**config.mk**
```make
export PLATFORM = sky130hd
export DESIGN_NAME = ssd_scan_decoder
export DESIGN_NICKNAME = d
export VERILOG_FILES = /design/src/rtl/ssd_scan_decoder.sv
export SDC_FILE = /design/constraint.sdc
export NUM_CORES = 1
export LEC_CHECK = 0
export ABC_AREA = 1
export CORE_UTILIZATION = 55
export DETAILED_ROUTE_END_ITERATION = 8
export DONT_BUFFER_PORTS = 1
export PLACE_DENSITY_LB_ADDON = 0.25
export SLEW_MARGIN = 0
export SYNTH_ARGS = -nofsm -noshare
export SYNTH_HDL_FRONTEND = slang
export SYNTH_SLANG_ARGS = --single-unit
```
**constraint.sdc**
```tcl
create_clock -name clk -period 3.06 [get_ports clk]
set_input_delay 0.612 -clock clk [delete_from_list [all_inputs] [get_ports clk]]
set_output_delay 0.612 -clock clk [all_outputs]
set_load 0.01 [all_outputs]
```
**src/rtl/ssd_scan_decoder.sv**
```systemverilog
// rtl/ssd_scan_decoder.sv - scan-bus monitor rebuilding displayed MM:SS as BCD (option: SSD_SCAN_RANGE_CHECK_EN)
module ssd_scan_decoder #(
    parameter int STABLE_CYCLES  = 16,
    parameter int TIMEOUT_CYCLES = 1000000
) (
    input  logic        clk,
    input  logic        rst_n,
    input  logic [10:0] seven_segment_display_i,
    output logic [7:0]  min_o,
    output logic [7:0]  sec_o,
    output logic        frame_valid_o,
    output logic        glyph_err_o,
    output logic        display_dead_o,
    output logic [3:0]  seen_o
);
    localparam int SW = $clog2(STABLE_CYCLES) + 1;
    localparam int TW = $clog2(TIMEOUT_CYCLES) + 1;

    typedef enum logic [1:0] {HUNT, QUALIFY, ACCEPT, HOLD} state_t;

    state_t          state;
    logic [10:0]     smp;
    logic [10:0]     cand;
    logic [SW-1:0]   stable_cnt;
    logic [TW-1:0]   idle_cnt;
    logic [3:0][3:0] shadow;

    logic       smp_valid;
    logic [4:0] dec;
    logic [1:0] idx;
    logic       legal;
    logic       publish;
    logic [3:0] seen_base;

    // Returns {legal, value} for an active-low a..g glyph.
    function automatic logic [4:0] decode(input logic [6:0] g);
        case (g)
            7'b0000001: decode = {1'b1, 4'd0};
            7'b1001111: decode = {1'b1, 4'd1};
            7'b0010010: decode = {1'b1, 4'd2};
            7'b0000110: decode = {1'b1, 4'd3};
            7'b1001100: decode = {1'b1, 4'd4};
            7'b0100100: decode = {1'b1, 4'd5};
            7'b0100000: decode = {1'b1, 4'd6};
            7'b0001111: decode = {1'b1, 4'd7};
            7'b0000000: decode = {1'b1, 4'd8};
            7'b0000100: decode = {1'b1, 4'd9};
            default:    decode = 5'd0;
        endcase
    endfunction

    always_comb begin
        smp_valid = 1'b0;
        case (smp[10:7])
            4'b0111, 4'b1011, 4'b1101, 4'b1110: smp_valid = 1'b1;
            default:                            smp_valid = 1'b0;
        endcase
    end

    // Candidate anode is always one-hot-low by construction, so idx is exact.
    always_comb begin
        idx = 2'd0;
        case (cand[10:7])
            4'b0111: idx = 2'd3;
            4'b1011: idx = 2'd2;
            4'b1101: idx = 2'd1;
            default: idx = 2'd0;
        endcase
        dec   = decode(cand[6:0]);
        legal = dec[4];
`ifdef SSD_SCAN_RANGE_CHECK_EN
        if ((idx == 2'd3 || idx == 2'd1) && dec[3:0] > 4'd5)
            legal = 1'b0;
`endif
        publish   = (seen_o == 4'b1111);
        seen_base = publish ? 4'b0000 : seen_o;
    end

    assign display_dead_o = (idle_cnt == TW'(TIMEOUT_CYCLES));

    always_ff @(posedge clk) begin
        if (!rst_n) begin
            state         <= HUNT;
            smp           <= '1;
            cand          <= '1;
            stable_cnt    <= '0;
            idle_cnt      <= '0;
            shadow        <= '0;
            seen_o        <= '0;
            min_o         <= '0;
            sec_o         <= '0;
            frame_valid_o <= 1'b0;
            glyph_err_o   <= 1'b0;
        end else begin
            smp           <= seven_segment_display_i;
            frame_valid_o <= 1'b0;
            glyph_err_o   <= 1'b0;
            if (idle_cnt != TW'(TIMEOUT_CYCLES))
                idle_cnt <= idle_cnt + 1'b1;

            if (publish) begin
                min_o         <= {shadow[3], shadow[2]};
                sec_o         <= {shadow[1], shadow[0]};
                frame_valid_o <= 1'b1;
                seen_o        <= 4'b0000;
            end

            case (state)
                HUNT: begin
                    if (smp_valid) begin
                        cand       <= smp;
                        stable_cnt <= SW'(1);
                        state      <= QUALIFY;
                    end
                end
                QUALIFY: begin
                    if (smp == cand) begin
                        stable_cnt <= stable_cnt + 1'b1;
                        if (stable_cnt + 1'b1 == SW'(STABLE_CYCLES))
                            state <= ACCEPT;
                    end else if (smp_valid) begin
                        cand       <= smp;
                        stable_cnt <= SW'(1);
                    end else begin
                        stable_cnt <= '0;
                        state      <= HUNT;
                    end
                end
                ACCEPT: begin
                    idle_cnt   <= '0;
                    stable_cnt <= '0;
                    if (legal) begin
                        shadow[idx] <= dec[3:0];
                        seen_o      <= seen_base | (4'b0001 << idx);
                    end else begin
                        glyph_err_o <= 1'b1;
                    end
                    state <= HOLD;
                end
                HOLD: begin
                    if (smp != cand)
                        state <= HUNT;
                end
                default: state <= HUNT;
            endcase
        end
    end
endmodule

```
==> flow_summary.json <==
{
  "flow.area_growth_from_synthesis_pct": 7.48,
  "ff2ff_setup_slack_ns": 0.90,
  "initial_antenna_violation_count": 0,
  "post_synth_num_cell_types": 36,
  "grt_pass1_wl_um": 13800,
  "rsz0062_at_grt": "false",
  "clkLatencyLatePin_ns": 0.36,
  "post_synth_inst_count": 574,
  "vias_in_the_first_global_route": 3238,
  "cts_root_buffer": "sky130_fd_sc_hd__clkbuf_8",
  "finalWorstSetupSlack_ns": 0.856,
  "crit_buf_inv": 2,
  "critPathTopFamily": "simple AND/OR/NAND/NOR gates",
  "hold_path_depth": 1,
  "port_bufs": 0,
  "syn_nets": 597,
  "finalWorstPathRequiredPeriod_ns": 2.20,
  "crit-reg2reg-launch": "state[0]",
  "timing.max_cap.violations": 0,
  "synth.ff_latch_count": 88,
  "clkTransAtPathRegs_ns": 0.08,
  "peakVddDrop_mv": 0.310,
  "critical_path.max_stage_delay_ns": 0.35,
  "drc_errors": 0,
  "synth_area_leader_cell": "sky130_fd_sc_hd__dfxtp_1",
  "detailedRoute.firstIterationViolations": 136,
  "fraction_of_final_layout_cells_with_drive_strength_greater_than_1_pct": 10.6,
  "final_area_um2": 4500,
  "async_reset_ff_share_pct": 0,
  "skew_ns": 0.00585,
  "timing.critical_path.to": "display_dead_o",
  "yosysSeqAreaShare_pct": 42.1,
  "achievable-frequency_mhz": 454,
  "floorplan.rows": 31,
  "die_h_um": 89.2,
  "grt_max_degree": 49,
  "vias_per_cell": 5.23,
  "yosysTopAreaCellShare_pct": 42.1,
  "cp.depth": 6,
  "synth.cell_area_um2": 4180,
  "cts_htree_levels": 3,
  "critPathMaxFanout": 5,
  "cts_max_path_buffers": 2,
  "timing_worst_slew_pin_value_ns": 0.796,
  "synth-edff-count": 0,
  "cts_num_sinks": 88,
  "worstPathArrival_ns": 1.59,
  "grt_overflow": 0,
  "tritoncts": "built",
  "timing.final.max_slew_violations": 0,
  "die_span_x_um": 89.2,
  "final.setup.tns_ns": 0,
  "fin_crit_sh_pct": 72.0,
  "half_perimeter_wire_length_after_detailed_placement_um": 6020,
  "timing.critical_path.slowest_stage_cell": "sky130_fd_sc_hd__dfxtp_1",
  "mean_post_synth_cell_area_um2": 7.29,
  "ctsHoldBuffers": 0,
  "coreArea_um2": 7290,
  "critPathRequiredTime_ns": 2.45,
  "leakage_nw": 1.95,
  "series_of_cell_instances_along_the_critical_path": "inv_1, ha_1, nand2_1, nor4_1, nand3_1, inv_1",
  "via_count": 3527,
  "finalWirelength_um": 8310,
  "setup_viol": 0,
  "design.die.area_um2": 7960,
  "hp-class": "in2reg",
  "setup.worst_path.class": "reg2out",
  "synth-warning-count": 0,
  "cts_setup_buffers": 0,
  "insertedDiodeCount": 0,
  "worst_path_most_repeated_cell": "sky130_fd_sc_hd__inv_1",
  "cts-buffers-inserted": 9,
  "routedWlPerCell_um": 12.3,
  "preCtsSetupSlack_ns": 0.925,
  "crit_path_end_kind": "output pin",
  "cts-resized-gates": 0,
  "report.power.total_mw": 3.14,
  "relSlewSlack_pct": 46.9,
  "globalRouteTotalUtil_pct": 22.5,
  "ios": 36,
  "cellPowerDensity_nw_per_um2": 699,
  "rr_endpoint": "idle_cnt[12]",
  "reg2reg_depth": 6,
  "post_synth_main_area_contributors": "sky130_fd_sc_hd__dfxtp_1 (42%), sky130_fd_sc_hd__nand2_1 (11%), sky130_fd_sc_hd__inv_1 (5.8%)",
  "drt-pass1-iter-count": 4,
  "antenna_violating_nets_left": 0,
  "finish.net_count": 594,
  "gp_congestion": 0.962,
  "detailed_place.area_um2": 4230,
  "report.final.hold_viol_count": 0,
  "num-fill-cells": 703,
  "outcome": "finished clean",
  "most_instantiated_flip_flop_cell_in_the_synthesis_netlist": "sky130_fd_sc_hd__dfxtp_1",
  "critical_path.startpoint": "idle_cnt[0]",
  "cp-start-kind": "flop",
  "initial_core_util_pct": 57.4
}
==> power breakdown <==
| group | switching [mW] | internal, mW | leakage (nW) | total (mW) |
|---|---|---|---|---|
| logic | 0.468 | 0.243 | 1.11 | 0.711 |
| registers | 0.150 | 1.25 | 0.717 | 1.40 |
| clock network | 0.412 | 0.625 | 0.126 | 1.04 |
| total | 1.03 | 2.11 | 1.95 | 3.14 |
==> layer usage <==
metal	track usage [%]	routed length [um]	part of all wire [%]	vias up
li1	-	-	-	1854
met1	26.6	3640	44	1583
met2	39.8	4090	49	73
met3	5.17	444	5.3	17
met4	8.37	136	1.6	0
met5	0	0	0	-
==> worst reg2reg max path, cell delays in order (launching register included) <==
cell and delay (ns):
sky130_fd_sc_hd__dfxtp_1 0.44, sky130_fd_sc_hd__inv_1 0.12, sky130_fd_sc_hd__ha_1 0.49, sky130_fd_sc_hd__nor2_1 0.58, sky130_fd_sc_hd__buf_4 0.26, sky130_fd_sc_hd__o21ai_0 0.09, sky130_fd_sc_hd__a21oi_1 0.12
==> layout by cell type (no fill, tap or decap), drive strengths merged <==
cell type	count
nand2	131
dfxtp	88
inv	74
nor2	69
a21oi	45
o21ai	38
nand4	27
nand3	27
or2	11
o211ai	11
nor3	11
ha	10
clkbuf	9
xor2	4
bufinv	4
nor4	4
xnor2	3
clkinvlp	2
buf	2
clkinv	2
nor3b	2
o21a	1
nor2b	1
==> worst min path at each step <==
| stage | startpoint | to | slack (ns) |
|---|---|---|---|
| floorplan | shadow[1] | shadow[1] | 0.43 |
| detailed placement | shadow[1] | shadow[1] | 0.45 |
| finish | seven_segment_display_i[4] | smp[4] | 0.35 |
| global placement | shadow[2] | sec_o[2] | 0.44 |
| global route | seven_segment_display_i[3] | smp[3] | 0.34 |
| CTS | seven_segment_display_i[3] | smp[3] | 0.34 |
==> cell families (layout without fill, tap and decap cells) <==
| logic type | count (synthesis) | in the layout | synth area share, % |
|---|---|---|---|
| AND/OR/NAND/NOR | 283 | 283 | 32.2 |
| XOR/XNOR | 7 | 7 | 1.47 |
| buffers and inverters | 91 | 93 | 8.97 |
| adder cells (fa/ha/maj) | 10 | 10 | 2.99 |
| AO/OA/AOI/OAI | 95 | 95 | 12.3 |
| flip-flops | 88 | 88 | 42.1 |
==> state kept, by name, indices dropped and copies added, names as in the netlist, named ones only <==
signal         count
idle_cnt          21
shadow            16
cand              11
smp               11
min_o              8
sec_o              8
stable_cnt         5
seen_o             4
frame_valid_o      1
glyph_err_o        1
state              1
==> synth_stat cells, drive strengths merged, types with 4 or more instances <==
master / count
a21oi: 45
buf: 8
clkbuf: 8
dfxtp: 88
ha: 10
inv: 74
nand2: 131
nand3: 27
nand4: 27
nor2: 69
nor3: 11
nor4: 4
o211ai: 11
o21ai: 38
or2: 11
xor2: 4
==> through the flow <==
step	hold slack, ns	utilization (%)	instances
finish	0.350	61.7	675
global route	0.337	61.7	675
CTS	0.342	61.7	675
detailed placement	0.448	58.0	659
global placement	0.442	58.0	659
floorplan	0.427	-	574
==> area by class of cell <==
type | count | area [um2] | share of cell area [%]
Sequential cell | 88 | 1760 | 39.2
Tap cell | 99 | 124 | 2.75
Multi-Input combinational cell | 395 | 2050 | 45.5
Clock buffer | 9 | 124 | 2.75
Clock inverter | 7 | 144 | 3.20
Inverter | 75 | 282 | 6.26
Timing Repair Buffer | 2 | 15.0 | 0.334
Power figures use the tool's default switching activity.
